==> config.mk <==
export PLATFORM = sky130hd
export DESIGN_NAME = ex_muldiv
export DESIGN_NICKNAME = d
export VERILOG_FILES = /design/src/rtl/ex_muldiv_pkg.sv /design/src/rtl/mdu_sign_unit.sv /design/src/rtl/ex_muldiv.sv
export SDC_FILE = /design/constraint.sdc
export NUM_CORES = 1
export LEC_CHECK = 0
export BUFFER_PORTS_ARGS = -buffer_cell sky130_fd_sc_hd__buf_2
export CAP_MARGIN = 10
export CORE_ASPECT_RATIO = 0.75
export CORE_UTILIZATION = 35
export CTS_CLUSTER_DIAMETER = 80
export DETAILED_ROUTE_END_ITERATION = 10
export PLACE_DENSITY_LB_ADDON = 0.12
export SLEW_MARGIN = 25
export SYNTH_ARGS = -nofsm -noshare
export SYNTH_HDL_FRONTEND = slang
export SYNTH_SLANG_ARGS = --single-unit
==> constraint.sdc <==
create_clock -name clk -period 6.4 [get_ports clk]
set_input_delay 0.32 -clock clk [delete_from_list [all_inputs] [get_ports clk]]
set_output_delay 0.32 -clock clk [all_outputs]
set_load 0.03 [all_outputs]
==> src/rtl/ex_muldiv_pkg.sv <==
// Shared definitions for the iterative multiply/divide unit: funct3 op codes and FSM states.
package ex_muldiv_pkg;

  localparam logic [2:0] OP_MUL    = 3'b000;
  localparam logic [2:0] OP_MULH   = 3'b001;
  localparam logic [2:0] OP_MULHSU = 3'b010;
  localparam logic [2:0] OP_MULHU  = 3'b011;
  localparam logic [2:0] OP_DIV    = 3'b100;
  localparam logic [2:0] OP_DIVU   = 3'b101;
  localparam logic [2:0] OP_REM    = 3'b110;
  localparam logic [2:0] OP_REMU   = 3'b111;

  typedef enum logic [1:0] {
    ST_IDLE = 2'd0,
    ST_CALC = 2'd1,
    ST_DONE = 2'd2
  } state_e;

endpackage

==> src/rtl/mdu_sign_unit.sv <==
// Combinational sign handling for ex_muldiv: operand magnitudes and fast-path detection at
// accept time, and sign correction / half selection of the raw iteration result at finish.
module mdu_sign_unit
  import ex_muldiv_pkg::*;
#(
  parameter int unsigned XLEN = 32
) (
  input  logic [2:0]      op_i,
  input  logic [XLEN-1:0] rs1_i,
  input  logic [XLEN-1:0] rs2_i,
  output logic [XLEN-1:0] mag1_o,
  output logic [XLEN-1:0] mag2_o,
  output logic            neg_main_o,
  output logic            neg_rem_o,
  output logic            fast_o,
  output logic [XLEN-1:0] fast_res_o,
  input  logic [2:0]      fin_op_i,
  input  logic            fin_neg_main_i,
  input  logic            fin_neg_rem_i,
  input  logic [XLEN-1:0] fin_hi_i,
  input  logic [XLEN-1:0] fin_lo_i,
  output logic [XLEN-1:0] fin_res_o
);

  logic              sgn1, sgn2;
  logic              div_zero, div_ovf;
  logic [XLEN-1:0]   min_neg;
  logic [2*XLEN-1:0] prod_raw, prod_fix;

  always_comb begin
    min_neg = '0;
    min_neg[XLEN-1] = 1'b1;
    sgn1 = 1'b0;
    sgn2 = 1'b0;
    unique case (op_i)
      OP_MULH, OP_DIV, OP_REM: begin
        sgn1 = rs1_i[XLEN-1];
        sgn2 = rs2_i[XLEN-1];
      end
      OP_MULHSU: sgn1 = rs1_i[XLEN-1];
      default: ;
    endcase
    mag1_o     = sgn1 ? (~rs1_i + 1'b1) : rs1_i;
    mag2_o     = sgn2 ? (~rs2_i + 1'b1) : rs2_i;
    neg_main_o = sgn1 ^ sgn2;
    neg_rem_o  = sgn1;

    div_zero = op_i[2] && (rs2_i == '0);
    div_ovf  = ((op_i == OP_DIV) || (op_i == OP_REM)) && (rs1_i == min_neg) && (rs2_i == '1);
    fast_o   = div_zero || div_ovf;
    // op[1] distinguishes REM* from DIV*
    if (div_zero)
      fast_res_o = op_i[1] ? rs1_i : '1;
    else
      fast_res_o = op_i[1] ? '0 : rs1_i;
  end

  always_comb begin
    prod_raw = {fin_hi_i, fin_lo_i};
    prod_fix = fin_neg_main_i ? (~prod_raw + 1'b1) : prod_raw;
    unique case (fin_op_i)
      OP_MUL:                      fin_res_o = prod_fix[XLEN-1:0];
      OP_MULH, OP_MULHSU, OP_MULHU: fin_res_o = prod_fix[2*XLEN-1:XLEN];
      OP_DIV, OP_DIVU:             fin_res_o = fin_neg_main_i ? (~fin_lo_i + 1'b1) : fin_lo_i;
      default:                     fin_res_o = fin_neg_rem_i ? (~fin_hi_i + 1'b1) : fin_hi_i;
    endcase
  end

endmodule

==> src/rtl/ex_muldiv.sv <==
// Iterative RV32M-style multiply/divide unit: radix-2 shift-add multiply, restoring divide,
// one step per cycle, with single-cycle fast paths for divide-by-zero and signed overflow.
module ex_muldiv
  import ex_muldiv_pkg::*;
#(
  parameter int unsigned XLEN = 32,
  parameter int unsigned TAGW = 5
) (
  input  logic            clk,
  input  logic            rst_n,
  input  logic            flush,
  input  logic            in_valid,
  output logic            in_ready,
  input  logic [2:0]      op,
  input  logic [XLEN-1:0] rs1,
  input  logic [XLEN-1:0] rs2,
  input  logic [TAGW-1:0] tag_in,
  output logic            out_valid,
  input  logic            out_ready,
  output logic [XLEN-1:0] result,
  output logic [TAGW-1:0] tag_out,
  output logic            busy
);

  localparam int unsigned CNTW = $clog2(XLEN) + 1;
  localparam logic [CNTW-1:0] LAST_STEP = CNTW'(XLEN - 1);

  state_e          state_q, state_d;
  logic [CNTW-1:0] cnt_q, cnt_d;
  logic [2:0]      op_q, op_d;
  logic [TAGW-1:0] tag_req_q, tag_req_d;
  logic [TAGW-1:0] tag_out_q, tag_out_d;
  logic [XLEN-1:0] result_q, result_d;
  logic            out_valid_q, out_valid_d;
  logic [XLEN-1:0] hi_q, hi_d, lo_q, lo_d, opnd_q, opnd_d;
  logic            neg_main_q, neg_main_d, neg_rem_q, neg_rem_d;

  logic [XLEN-1:0] mag1, mag2, fast_res, fin_res;
  logic            neg_main, neg_rem, fast;

  logic [XLEN:0]   mul_sum, div_shift, div_diff;
  logic            div_ge;
  logic [XLEN-1:0] hi_step, lo_step;

  mdu_sign_unit #(.XLEN(XLEN)) u_sign (
    .op_i          (op),
    .rs1_i         (rs1),
    .rs2_i         (rs2),
    .mag1_o        (mag1),
    .mag2_o        (mag2),
    .neg_main_o    (neg_main),
    .neg_rem_o     (neg_rem),
    .fast_o        (fast),
    .fast_res_o    (fast_res),
    .fin_op_i      (op_q),
    .fin_neg_main_i(neg_main_q),
    .fin_neg_rem_i (neg_rem_q),
    .fin_hi_i      (hi_step),
    .fin_lo_i      (lo_step),
    .fin_res_o     (fin_res)
  );

  // hi/lo form one shift register: {partial product, multiplier} for MUL*,
  // {partial remainder, dividend->quotient} for DIV*/REM*.
  always_comb begin
    mul_sum   = {1'b0, hi_q} + {1'b0, (lo_q[0] ? opnd_q : '0)};
    div_shift = {hi_q, lo_q[XLEN-1]};
    div_diff  = div_shift - {1'b0, opnd_q};
    div_ge    = ~div_diff[XLEN];
    if (!op_q[2]) begin
      hi_step = mul_sum[XLEN:1];
      lo_step = {mul_sum[0], lo_q[XLEN-1:1]};
    end else begin
      hi_step = div_ge ? div_diff[XLEN-1:0] : div_shift[XLEN-1:0];
      lo_step = {lo_q[XLEN-2:0], div_ge};
    end
  end

  always_comb begin
    state_d     = state_q;
    cnt_d       = cnt_q;
    op_d        = op_q;
    tag_req_d   = tag_req_q;
    tag_out_d   = tag_out_q;
    result_d    = result_q;
    out_valid_d = out_valid_q;
    hi_d        = hi_q;
    lo_d        = lo_q;
    opnd_d      = opnd_q;
    neg_main_d  = neg_main_q;
    neg_rem_d   = neg_rem_q;

    unique case (state_q)
      ST_IDLE: begin
        if (in_valid && !flush) begin
          op_d       = op;
          tag_req_d  = tag_in;
          neg_main_d = neg_main;
          neg_rem_d  = neg_rem;
          cnt_d      = '0;
          hi_d       = '0;
          lo_d       = op[2] ? mag1 : mag2;
          opnd_d     = op[2] ? mag2 : mag1;
          if (fast) begin
            result_d    = fast_res;
            tag_out_d   = tag_in;
            out_valid_d = 1'b1;
            state_d     = ST_DONE;
          end else begin
            state_d = ST_CALC;
          end
        end
      end
      ST_CALC: begin
        if (flush) begin
          state_d = ST_IDLE;
        end else begin
          hi_d  = hi_step;
          lo_d  = lo_step;
          cnt_d = cnt_q + 1'b1;
          if (cnt_q == LAST_STEP) begin
            result_d    = fin_res;
            tag_out_d   = tag_req_q;
            out_valid_d = 1'b1;
            state_d     = ST_DONE;
          end
        end
      end
      ST_DONE: begin
        if (flush || out_ready) begin
          out_valid_d = 1'b0;
          state_d     = ST_IDLE;
        end
      end
      default: begin
        out_valid_d = 1'b0;
        state_d     = ST_IDLE;
      end
    endcase
  end

  always_ff @(posedge clk or negedge rst_n) begin
    if (!rst_n) begin
      state_q     <= ST_IDLE;
      cnt_q       <= '0;
      op_q        <= '0;
      tag_req_q   <= '0;
      tag_out_q   <= '0;
      result_q    <= '0;
      out_valid_q <= 1'b0;
      hi_q        <= '0;
      lo_q        <= '0;
      opnd_q      <= '0;
      neg_main_q  <= 1'b0;
      neg_rem_q   <= 1'b0;
    end else begin
      state_q     <= state_d;
      cnt_q       <= cnt_d;
      op_q        <= op_d;
      tag_req_q   <= tag_req_d;
      tag_out_q   <= tag_out_d;
      result_q    <= result_d;
      out_valid_q <= out_valid_d;
      hi_q        <= hi_d;
      lo_q        <= lo_d;
      opnd_q      <= opnd_d;
      neg_main_q  <= neg_main_d;
      neg_rem_q   <= neg_rem_d;
    end
  end

  assign in_ready  = (state_q == ST_IDLE);
  assign busy      = (state_q != ST_IDLE);
  assign out_valid = out_valid_q;
  assign result    = result_q;
  assign tag_out   = tag_out_q;

endmodule

# Word-level counts from Yosys, hierarchy flattened
# Index checks and enable logic that the tools add are counted.
[classes]
addsub = 8
eq_ne = 20
mux = 48
bitwise = 7
n_reduce_logical = 22
[ops]
columns = ["cell", "count"]
rows = [
  ["two-way mux 32 bit", 21],
  ["one-hot mux 32 bit (2 select lines)", 3],
  ["adder 32 x 1 -> 32 bit (second input constant)", 4],
  ["inverter 32 bit", 4],
  ["one-hot mux 32 bit (3 select lines)", 1],
  ["adder 64 x 1 -> 64 bit (second input constant)", 1],
  ["equality test 32 bit (second input constant)", 2],
  ["two-way mux 64 bit", 1],
  ["inverter 64 bit", 1],
  ["adder 32 x 32 -> 33 bit", 1],
  ["subtractor 33 x 32 -> 33 bit", 1],
  ["logical NOT 32 bit", 1],
  ["two-way mux 5 bit", 4],
  ["equality test 3 bit (second input constant)", 4],
  ["two-way mux 6 bit", 2],
  ["one-hot mux 6 bit (2 select lines)", 1],
  ["two-way mux 2 bit", 5],
  ["one-hot mux 5 bit (2 select lines)", 1],
  ["AND reduction 5 bit", 2],
  ["equality test 3 x 2 -> 1 bit (second input constant)", 3],
  ["two-way mux 1 bit", 7],
  ["adder 6 x 1 -> 6 bit (second input constant)", 1],
  ["equality test 3 x 1 -> 1 bit (second input constant)", 2],
  ["equality test 6 x 5 -> 1 bit (second input constant)", 1],
  ["20 further kinds", 31],
]
[totals]
reg_bits = 152
inputBits = 77
output_inout_bits = 40
word_cells = 117

# Longest topological paths before layout
# Gate-level depths: netlist of the first run.
[logic_depth]
word_depth = 10
depth_mapped = 24
ltp_nobuf = 23

# By module
# Synthesis of the first run repeated with hierarchy kept, for this count alone.
[hier_totals]
hier_cells = 2232
hier_area_um2 = 16564.6
[modules_own_cells]
columns = ["module", "instances", "cells_each", "area_each_um2", "seq_area_each_um2"]
rows = [
  ["ex_muldiv", 1, 1484, 11700.0, 3803.6],
  ["mdu_sign_unit", 1, 748, 4864.7, 0.0],
]

# Worst setup path after synthesis of the first run
# No wires, ideal clock.
[synth_timing]
kind = "register to register"
startpoint = "register lo_q[31]"
endpoint = "register result_q[26], in the netlist result[26]"
setup_time_ps = 122
arrival_time_ps = 4860
required_ps = 6278
setup_slack_ps = 1418
stages_incl_launch_ff = 23
path_buffers = 0
synth_period_minus_slack_ps = 4982
cell_sequence = "dfrtp_1 inv_1 ha_1 inv_1 fa_1 a211oi_1 o21a_2 a211oi_4 o211ai_1 a21oi_1 nor3_1 ha_1 nand2_1 nor2_1 nand2_1 nor4_1 nand2_1 o31ai_1 xor2_1 a221o_1 or4_1 nand3_1 a21oi_2"
[synth_via]
elab_chain_cells = 10
elab_cells_between_ends = 18
classes_between = "add/sub: 4; mux: 10; bitwise: 4"
[synth_rtl]
columns = ["element", "line_no", "text"]
rows = [
  ["from (decl)", "ex_muldiv.sv:35", "logic [XLEN-1:0] hi_q, hi_d, lo_q, lo_d, opnd_q, opnd_d;"],
  ["from (signal assigned)", "ex_muldiv.sv:165", "lo_q <= lo_d;"],
  ["subtractor 33 x 32 -> 33 bit", "ex_muldiv.sv:68", "div_diff = div_shift - {1'b0, opnd_q};"],
  ["two-way mux 32 bit or inverter 1 bit (tied branches)", "ex_muldiv.sv:74, ex_muldiv.sv:69", ""],
  ["two-way mux 32 bit", "ex_muldiv.sv:70", "if (!op_q[2]) begin"],
  ["inverter 64 bit, or another cell as far along", "mdu_sign_unit.sv:60", "prod_fix = fin_neg_main_i ? (~prod_raw + 1'b1) : prod_raw;"],
  ["adder 64 x 1 -> 64 bit, or another cell as far along", "mdu_sign_unit.sv:60", ""],
  ["two-way mux 64 bit, or another cell as far along", "mdu_sign_unit.sv:60", ""],
  ["one-hot mux 32 bit (3 select lines) (*)", "mdu_sign_unit.sv:61", "unique case (fin_op_i)"],
  ["two-way mux 32 bit (*)", "ex_muldiv.sv:121", "if (cnt_q == LAST_STEP) begin"],
  ["two-way mux 32 bit (*)", "ex_muldiv.sv:115", "if (flush) begin"],
  ["one-hot mux 32 bit (2 select lines) (*)", "ex_muldiv.sv:93", "unique case (state_q)"],
  ["to (signal assigned)", "ex_muldiv.sv:162", "result_q <= result_d;"],
  ["to (decl)", "ex_muldiv.sv:33", "logic [XLEN-1:0] result_q, result_d;"],
]
# Every way passes the cells marked *; elsewhere a longest branch is shown, timed or not. The select of a mux whose other input is x is not followed.
# A chain may end at the register's enable or synchronous reset.

# Worst setup path after layout of the first run
[layout_timing]
startpoint = "register lo_q[0]"
endpoint = "register result_q[29], in the netlist result[29]"
[layout_via]
elab_chain_cells = 10
elab_cells_between_ends = 17
classes_between = "add/sub: 4; mux: 10; bitwise: 3"
[layout_rtl]
columns = ["element", "line_no", "text"]
rows = [
  ["two-way mux 32 bit", "ex_muldiv.sv:66", "mul_sum = {1'b0, hi_q} + {1'b0, (lo_q[0] ? opnd_q : '0)};"],
  ["adder 32 x 32 -> 33 bit", "ex_muldiv.sv:66", ""],
  ["two-way mux 32 bit", "ex_muldiv.sv:70", ""],
  ["inverter 64 bit or inverter 32 bit (tied branches)", "mdu_sign_unit.sv:60, mdu_sign_unit.sv:65", ""],
  ["adder 64 x 1 -> 64 bit or adder 32 x 1 -> 32 bit (tied branches)", "mdu_sign_unit.sv:60, mdu_sign_unit.sv:65", ""],
  ["two-way mux 64 bit or two-way mux 32 bit (tied branches)", "mdu_sign_unit.sv:60, mdu_sign_unit.sv:65", ""],
  ["one-hot mux 32 bit (3 select lines) (*)", "mdu_sign_unit.sv:61", ""],
  ["two-way mux 32 bit (*)", "ex_muldiv.sv:121", ""],
  ["two-way mux 32 bit (*)", "ex_muldiv.sv:115", ""],
  ["one-hot mux 32 bit (2 select lines) (*)", "ex_muldiv.sv:93", ""],
]
# Marks and branches as above.

==> metrics.cfg, run 1 <==
[run_status]
status=finished clean

[detailed_routing]
dr.pass1.iters=6
drt_drc_violations_left=0
route.detailed.vias_per_inst=6.17
routed_wire_length_per_instance_um=26.1
detailroute.via_count=19300
drt_wl_total_mm=81.9
1st_iter_drt_viols=2676
drt.antenna.violating_nets=0

[critical_path]
worst-path-max-fanout=32
stages_on_the_worst_setup_path=16
setup.worst_path.end_class=flip-flop
critical-path-top-delay-family=compound AO/OA/AOI/OAI gates
crit_arrival_ns=6.25
critPathRequiredTime_ns=6.75
reg2regPathDepth=16
cp-startpoint=lo_q[0]
endpoint=result[29]
crit_slowest_cell=sky130_fd_sc_hd__nor4_1
timing.rr.start=lo_q[0]
worst_setup_path_start_kind=flip-flop
crit_type=reg2reg
reg2reg_to=result[29]
setup.reg_to_reg.worst_slack_ns=0.50
cp_num_buf_inv=1
critical_path.max_stage_delay_ns=0.76
crit_chain=buf_4, and2_1, fa_1, a21o_1, a221oi_2, o221a_2, o21bai_2, or4_1, a32oi_1, nand3_2, nor4_1, nand4_1, o31ai_1, xor2_1, a221oi_1, o21ai_1

[yosys]
synth_sequential_area_ratio_pct=21.9
netlist.top_cell.by_area=sky130_fd_sc_hd__dfrtp_1
synth_edf_count=0
post_synth_most_frequent_cells=sky130_fd_sc_hd__nand2_1, sky130_fd_sc_hd__nor2_1, sky130_fd_sc_hd__a21oi_1, sky130_fd_sc_hd__o21ai_0, sky130_fd_sc_hd__dfrtp_1
synth_most_common_cell=sky130_fd_sc_hd__nand2_1
ys_top_cells_by_area=sky130_fd_sc_hd__dfrtp_1, sky130_fd_sc_hd__a21oi_1, sky130_fd_sc_hd__nand2_1
post_synth_num_cell_types=104
netlist_area_before_placement_um2=17400
synth.ff_latch_count=152
yosysWarningCount=0
netlist_instances=2437
syn-mean-instance-area_um2=7.12
syn_nets=2586
dominantRegCellSynth=sky130_fd_sc_hd__dfrtp_1
async_flop_share_pct=100
synth_top_area_share_pct=21.9

[timing]
fin_skew_ns=0.0148
report.final.slew_viol_count=0
timing.fmax_mhz=170
min_period_ns=5.90
finalCritPeriodShare_pct=92.2
worst_max_slew_pin_slew_ns=0.962
unrepaired_setup_endpoints_after_global_routing=no
timing.max_slew.rel_slack_pct=35.4
finalHoldViolCount=0
post_route_setup_slack_ns=0.502
fin_tns_setup_ns=0
final-setup-viol-count=0

[cts]
numClockSinks=152
cts_tree=done
clk_path_buf_depth=2
insertion_delay_ns=0.48
inserted_clock_buffers=17
cts.clk_slew.worst_paths_ns=0.07
cts_setup_buffers=0
clk_root_buffer_cell=sky130_fd_sc_hd__clkbuf_16
cts.htree.levels=4

[floorplan]
core_region_area_um2=48900
row_count=70
die-area_um2=50500
start_util_pct=35.5
die_w_um=259
boundaryPins=117
vert_die_dim_um=195

[layout]
drive_gt1_share_pct=11.4
syn_to_final_growth_pct=10.6
final_net_count=2626
fillers=5216
final_core_util_pct=39.3
fin_cells=3138
regArea_um2=3810
multi_input_comb_area_um2=12700
stdcell_area_um2=19200
antenna_cells_inserted=0

[global_routing]
grt_first_pass_wirelength_mm=120
global_route.usage.total_pct=32.2
antenna_found_initial=4
grt_pass1_vias=17600
grt-ovfl-total=0
grt_start_max_net_pins=84

[power]
p_per_area_nw_per_um2=647
leakagePower_nw=7.73
worst_ir_drop_vdd_uv=280

[placed_design]
place_hpwl_mm=65.0
placement.cell_area_um2=18600
routabilityCongestion=1.00
place.detailed.instances=3105
place_worst_setup_slack_ns=0.573
placement.io_buffers=116

[min_path]
min_from=tag_in[4]
worst_hold_path_type=in2reg

[job]
maxCapViolCount=0

worst min path at each step:
stage,slack (ns),cells past startpoint,end
2_1_floorplan,0.02,0,cnt_q[0]
3_3_place_gp,0.29,1,tag_req_q[3]
3_5_place_dp,0.29,1,tag_req_q[3]
4_1_cts,0.03,3,tag_req_q[4]
5_1_grt,0.05,3,tag_req_q[1]
6_report,0.05,3,tag_req_q[4]
what timing repair did:
action / 4_1_cts / 5_1_grt
endpoints found under the setup margin: 0 / 1
resized for setup: 0 / 1
endpoints found under the hold margin: 48 / 0
hold buffers: 1 / 0
stage by stage:
stage | power (mW) | hold WS, ns
2_1_floorplan | 7.93 | 0.0244
3_3_place_gp | 11.0 | 0.295
3_5_place_dp | 11.0 | 0.294
4_1_cts | 12.1 | 0.0282
5_1_grt | 13.1 | 0.0457
6_report | 12.4 | 0.0491
cell usage in the layout (no fill, tap or decap), drive strengths merged, types with 14 or more instances in the layout:
cell	Yosys	routed
xnor2	112	112
a221oi	17	17
nand2b	19	19
a21o	18	18
nor4	26	26
nor2	285	285
nor3	87	87
ha	70	70
and2	43	43
a211oi	25	25
a22o	18	18
nand3	49	49
clkbuf	121	21
nand2	307	307
o21a	18	18
or3	20	20
a21oi	241	241
nor2b	14	14
buf	35	176
nand4	35	35
inv	73	76
o22ai	16	16
mux2i	40	40
dfrtp	152	152
o211ai	31	31
a31oi	40	40
o31ai	27	27
xor2	69	69
o21ai	234	234
cell families after synthesis:
logic type / count (synthesis) / synth area share [%]
buffers and inverters: 229 / 5.34
adder cells (fa/ha/maj): 72 / 5.28
AO/OA/AOI/OAI: 813 / 30.0
AND/OR/NAND/NOR: 942 / 25.5
multiplexers: 48 / 2.85
flip-flops: 152 / 21.9
XOR/XNOR: 181 / 9.14
state kept, by name, indices dropped and copies added, names as in the netlist:
name	count
cnt_q	6
hi_q	32
lo_q	32
neg_main_q	1
neg_rem_q	1
op_q	3
opnd_q	32
out_valid	1
result	32
state_q	2
tag_out	5
tag_req_q	5
power breakdown:
| group | internal (mW) | total, mW | leakage [nW] | switching (mW) |
|---|---|---|---|---|
| Combinational | 3.02 | 9.43 | 5.59 | 6.41 |
| Clock | 0.562 | 1.05 | 0.268 | 0.488 |
| Sequential | 1.38 | 1.94 | 1.87 | 0.557 |
worst min-delay path, stage by stage:
cell                      delay, ns
sky130_fd_sc_hd__buf_2         0.09
sky130_fd_sc_hd__nand2_1       0.04
sky130_fd_sc_hd__nand2_1       0.05
final cells by class:
cell class | instances | share of cell area, %
Sequential cell | 152 | 19.8
Timing Repair Buffer | 177 | 5.47
Tap cell | 648 | 4.22
Inverter | 73 | 1.43
Clock buffer | 21 | 2.40
Multi-Input combinational cell | 2056 | 66.0
Clock inverter | 11 | 0.600
layer usage:
layer  share of wire [%]  vias up  GRT usage, %
li1                    -     8952             -
met1                  47     9407          48.7
met2                  40      910          44.5
met3                  11       76          8.65
met4                 1.8        2          7.25
met5               0.016        -             0
Power figures use the tool's default switching activity.
==> run 2: changes to the inputs <==
Settings changed: CAP_MARGIN 10 to 5, CTS_BUF_LIST set to sky130_fd_sc_hd__clkbuf_8.
==> metrics.cfg, run 2 (synthesis gave the netlist of run 1 again) <==
[critical_path]
critical-path-top-delay-family=compound AO/OA/AOI/OAI gates
worst_setup_path_start_kind=flip-flop
reg2regPathDepth=16
crit_slowest_cell=sky130_fd_sc_hd__nor4_1
critical_path.max_stage_delay_ns=0.74
cp_num_buf_inv=1
setup.worst_path.end_class=flip-flop
reg2reg_to=result[29]
crit_type=reg2reg
crit_chain=buf_4, and2_1, fa_1, a21o_1, a221oi_2, o221a_2, o21bai_2, or4_1, a32oi_1, nand3_2, nor4_1, nand4_1, o31ai_1, xor2_1, a221oi_1, o21ai_1
crit_arrival_ns=6.39
worst-path-max-fanout=32
critPathRequiredTime_ns=6.81
timing.rr.start=lo_q[0]
setup.reg_to_reg.worst_slack_ns=0.43

[power]
internal_power_mw=4.73
netSwitchingFraction_pct=61.1
p_per_area_nw_per_um2=638
seq_power_share_pct=15.9
worst_ir_drop_vdd_uv=217
power.combinational.fraction_pct=77.6
clock_network_power_share_pct=6.5
netSwitchingPower_mw=7.42
leakagePower_nw=7.67

[floorplan]
boundaryPins=117
core_region_area_um2=48900
start_util_pct=35.5
row_count=70
die-area_um2=50500
die_w_um=259
vert_die_dim_um=195

[cts]
cts_tree=done
cts.htree.levels=4
insertion_delay_ns=0.55
numClockSinks=152
clk_path_buf_depth=2
cts.clk_slew.worst_paths_ns=0.09
clk_root_buffer_cell=sky130_fd_sc_hd__clkbuf_8
inserted_clock_buffers=17

[timing]
unrepaired_setup_endpoints_after_global_routing=no
timing.max_slew.rel_slack_pct=33.7
fin_tns_setup_ns=0
fin_skew_ns=0.0220
min_period_ns=5.97
worst_max_slew_pin_slew_ns=0.987
timing.fmax_mhz=167
final-setup-viol-count=0
report.final.slew_viol_count=0
finalHoldViolCount=0
finalCritPeriodShare_pct=93.4

[detailed_routing]
drt.antenna.violating_nets=0
route.detailed.vias_per_inst=6.19
detailroute.via_count=19500
dr.pass1.iters=6
drt_drc_violations_left=0
1st_iter_drt_viols=2537
routed_wire_length_per_instance_um=26.0
drt_wl_total_mm=81.9

[layout]
layout_commonest_cell=sky130_fd_sc_hd__nand2_1
final_net_count=2631
most_frequent_cells_in_the_layout=sky130_fd_sc_hd__nand2_1, sky130_fd_sc_hd__nor2_1, sky130_fd_sc_hd__a21oi_1
syn_to_final_growth_pct=9.80
stdcell_area_um2=19100
fillers=5244
drive_gt1_share_pct=11.3

[min_path]
min_from=op[0]
worst_hold_path_type=in2reg
worst_hold_path.num_cells=3
timing.hold.worst_endpoint=op_q[0]

[global_routing]
grt_first_pass_wirelength_mm=120
grt_start_max_net_pins=84
grt-ovfl-total=0
global_route.usage.total_pct=32.1
grt_pass1_vias=17600
antenna_found_initial=2

[placed_design]
placement.io_buffers=116
placement.cell_area_um2=18600
place_hpwl_mm=65.0
routabilityCongestion=1.00

[job]
maxCapViolCount=0

[run_status]
status=finished clean

## run 2: worst max path at each step
stage          startpoint          to  slack [ns]  depth (start not counted)
4_1_cts          lo_q[31]  result[26]        0.52                         23
3_3_place_gp      lo_q[0]  result[30]        0.59                         16
5_1_grt          lo_q[31]  result[30]        0.15                         21
6_report          lo_q[0]  result[29]        0.43                         16
3_5_place_dp     lo_q[31]  result[26]        0.57                         23
2_1_floorplan    lo_q[31]  result[26]        1.42                         22
## run 2: cell type report
cell class | instances | area (um^2) | area share (%)
Timing Repair Buffer | 182 | 1100 | 5.77
Clock inverter | 13 | 123 | 0.644
Tap cell | 648 | 811 | 4.26
Sequential cell | 152 | 3810 | 20.0
Clock buffer | 19 | 262 | 1.37
Multi-Input combinational cell | 2056 | 12700 | 66.5
Antenna cell | 1 | 2.50 | 0.0131
Inverter | 73 | 274 | 1.44
## run 2: repair_timing
| action | CTS | global route |
|---|---|---|
| endpoints found under the setup margin | 0 | 1 |
| buffers inserted | 0 | 0 |
| hold buffers | 6 | 0 |
| resized for setup | 0 | 1 |
| endpoints found under the hold margin | 53 | 0 |
## run 2: routing by layer
| metal | wire [um] | global-route usage (%) |
|---|---|---|
| met3 | 9340 | 9.02 |
| met5 | 0 | 0 |
| met2 | 33100 | 45.0 |
| met1 | 38100 | 48.3 |
| met4 | 1290 | 6.03 |
## run 2: worst reg2reg max path: stages (launching register included)
cell	delay, ns
sky130_fd_sc_hd__dfrtp_1	0.41
sky130_fd_sc_hd__buf_4	0.25
sky130_fd_sc_hd__and2_1	0.23
sky130_fd_sc_hd__fa_1	0.43
sky130_fd_sc_hd__a21o_1	0.22
sky130_fd_sc_hd__a221oi_2	0.58
sky130_fd_sc_hd__o221a_2	0.42
sky130_fd_sc_hd__o21bai_2	0.15
sky130_fd_sc_hd__or4_1	0.61
sky130_fd_sc_hd__a32oi_1	0.24
sky130_fd_sc_hd__nand3_2	0.23
sky130_fd_sc_hd__nor4_1	0.74
sky130_fd_sc_hd__nand4_1	0.29
sky130_fd_sc_hd__o31ai_1	0.36
sky130_fd_sc_hd__xor2_1	0.10
sky130_fd_sc_hd__a221oi_1	0.47
sky130_fd_sc_hd__o21ai_1	0.13
## run 2: stage by stage
step	cells	worst slack (ns)	utilization (%)	total power [mW]	hold slack, ns
2_1_floorplan	2437	1.42	-	7.93	0.0244
3_3_place_gp	3105	0.592	38.1	11.0	0.295
3_5_place_dp	3105	0.573	38.1	11.0	0.294
4_1_cts	3143	0.522	39.0	11.9	0.0961
5_1_grt	3143	0.155	39.0	12.8	0.151
6_report	3144	0.425	39.0	12.1	0.138
## run 2: power groups by stage
stage / sequential (mW) / clock, mW / combinational (mW)
6_report: 1.93 / 0.786 / 9.43
5_1_grt: 1.98 / 0.830 / 10.0
4_1_cts: 1.91 / 0.802 / 9.16
3_5_place_dp: 1.92 / 0 / 9.12
3_3_place_gp: 1.91 / 0 / 9.12
2_1_floorplan: 1.88 / 0 / 6.05
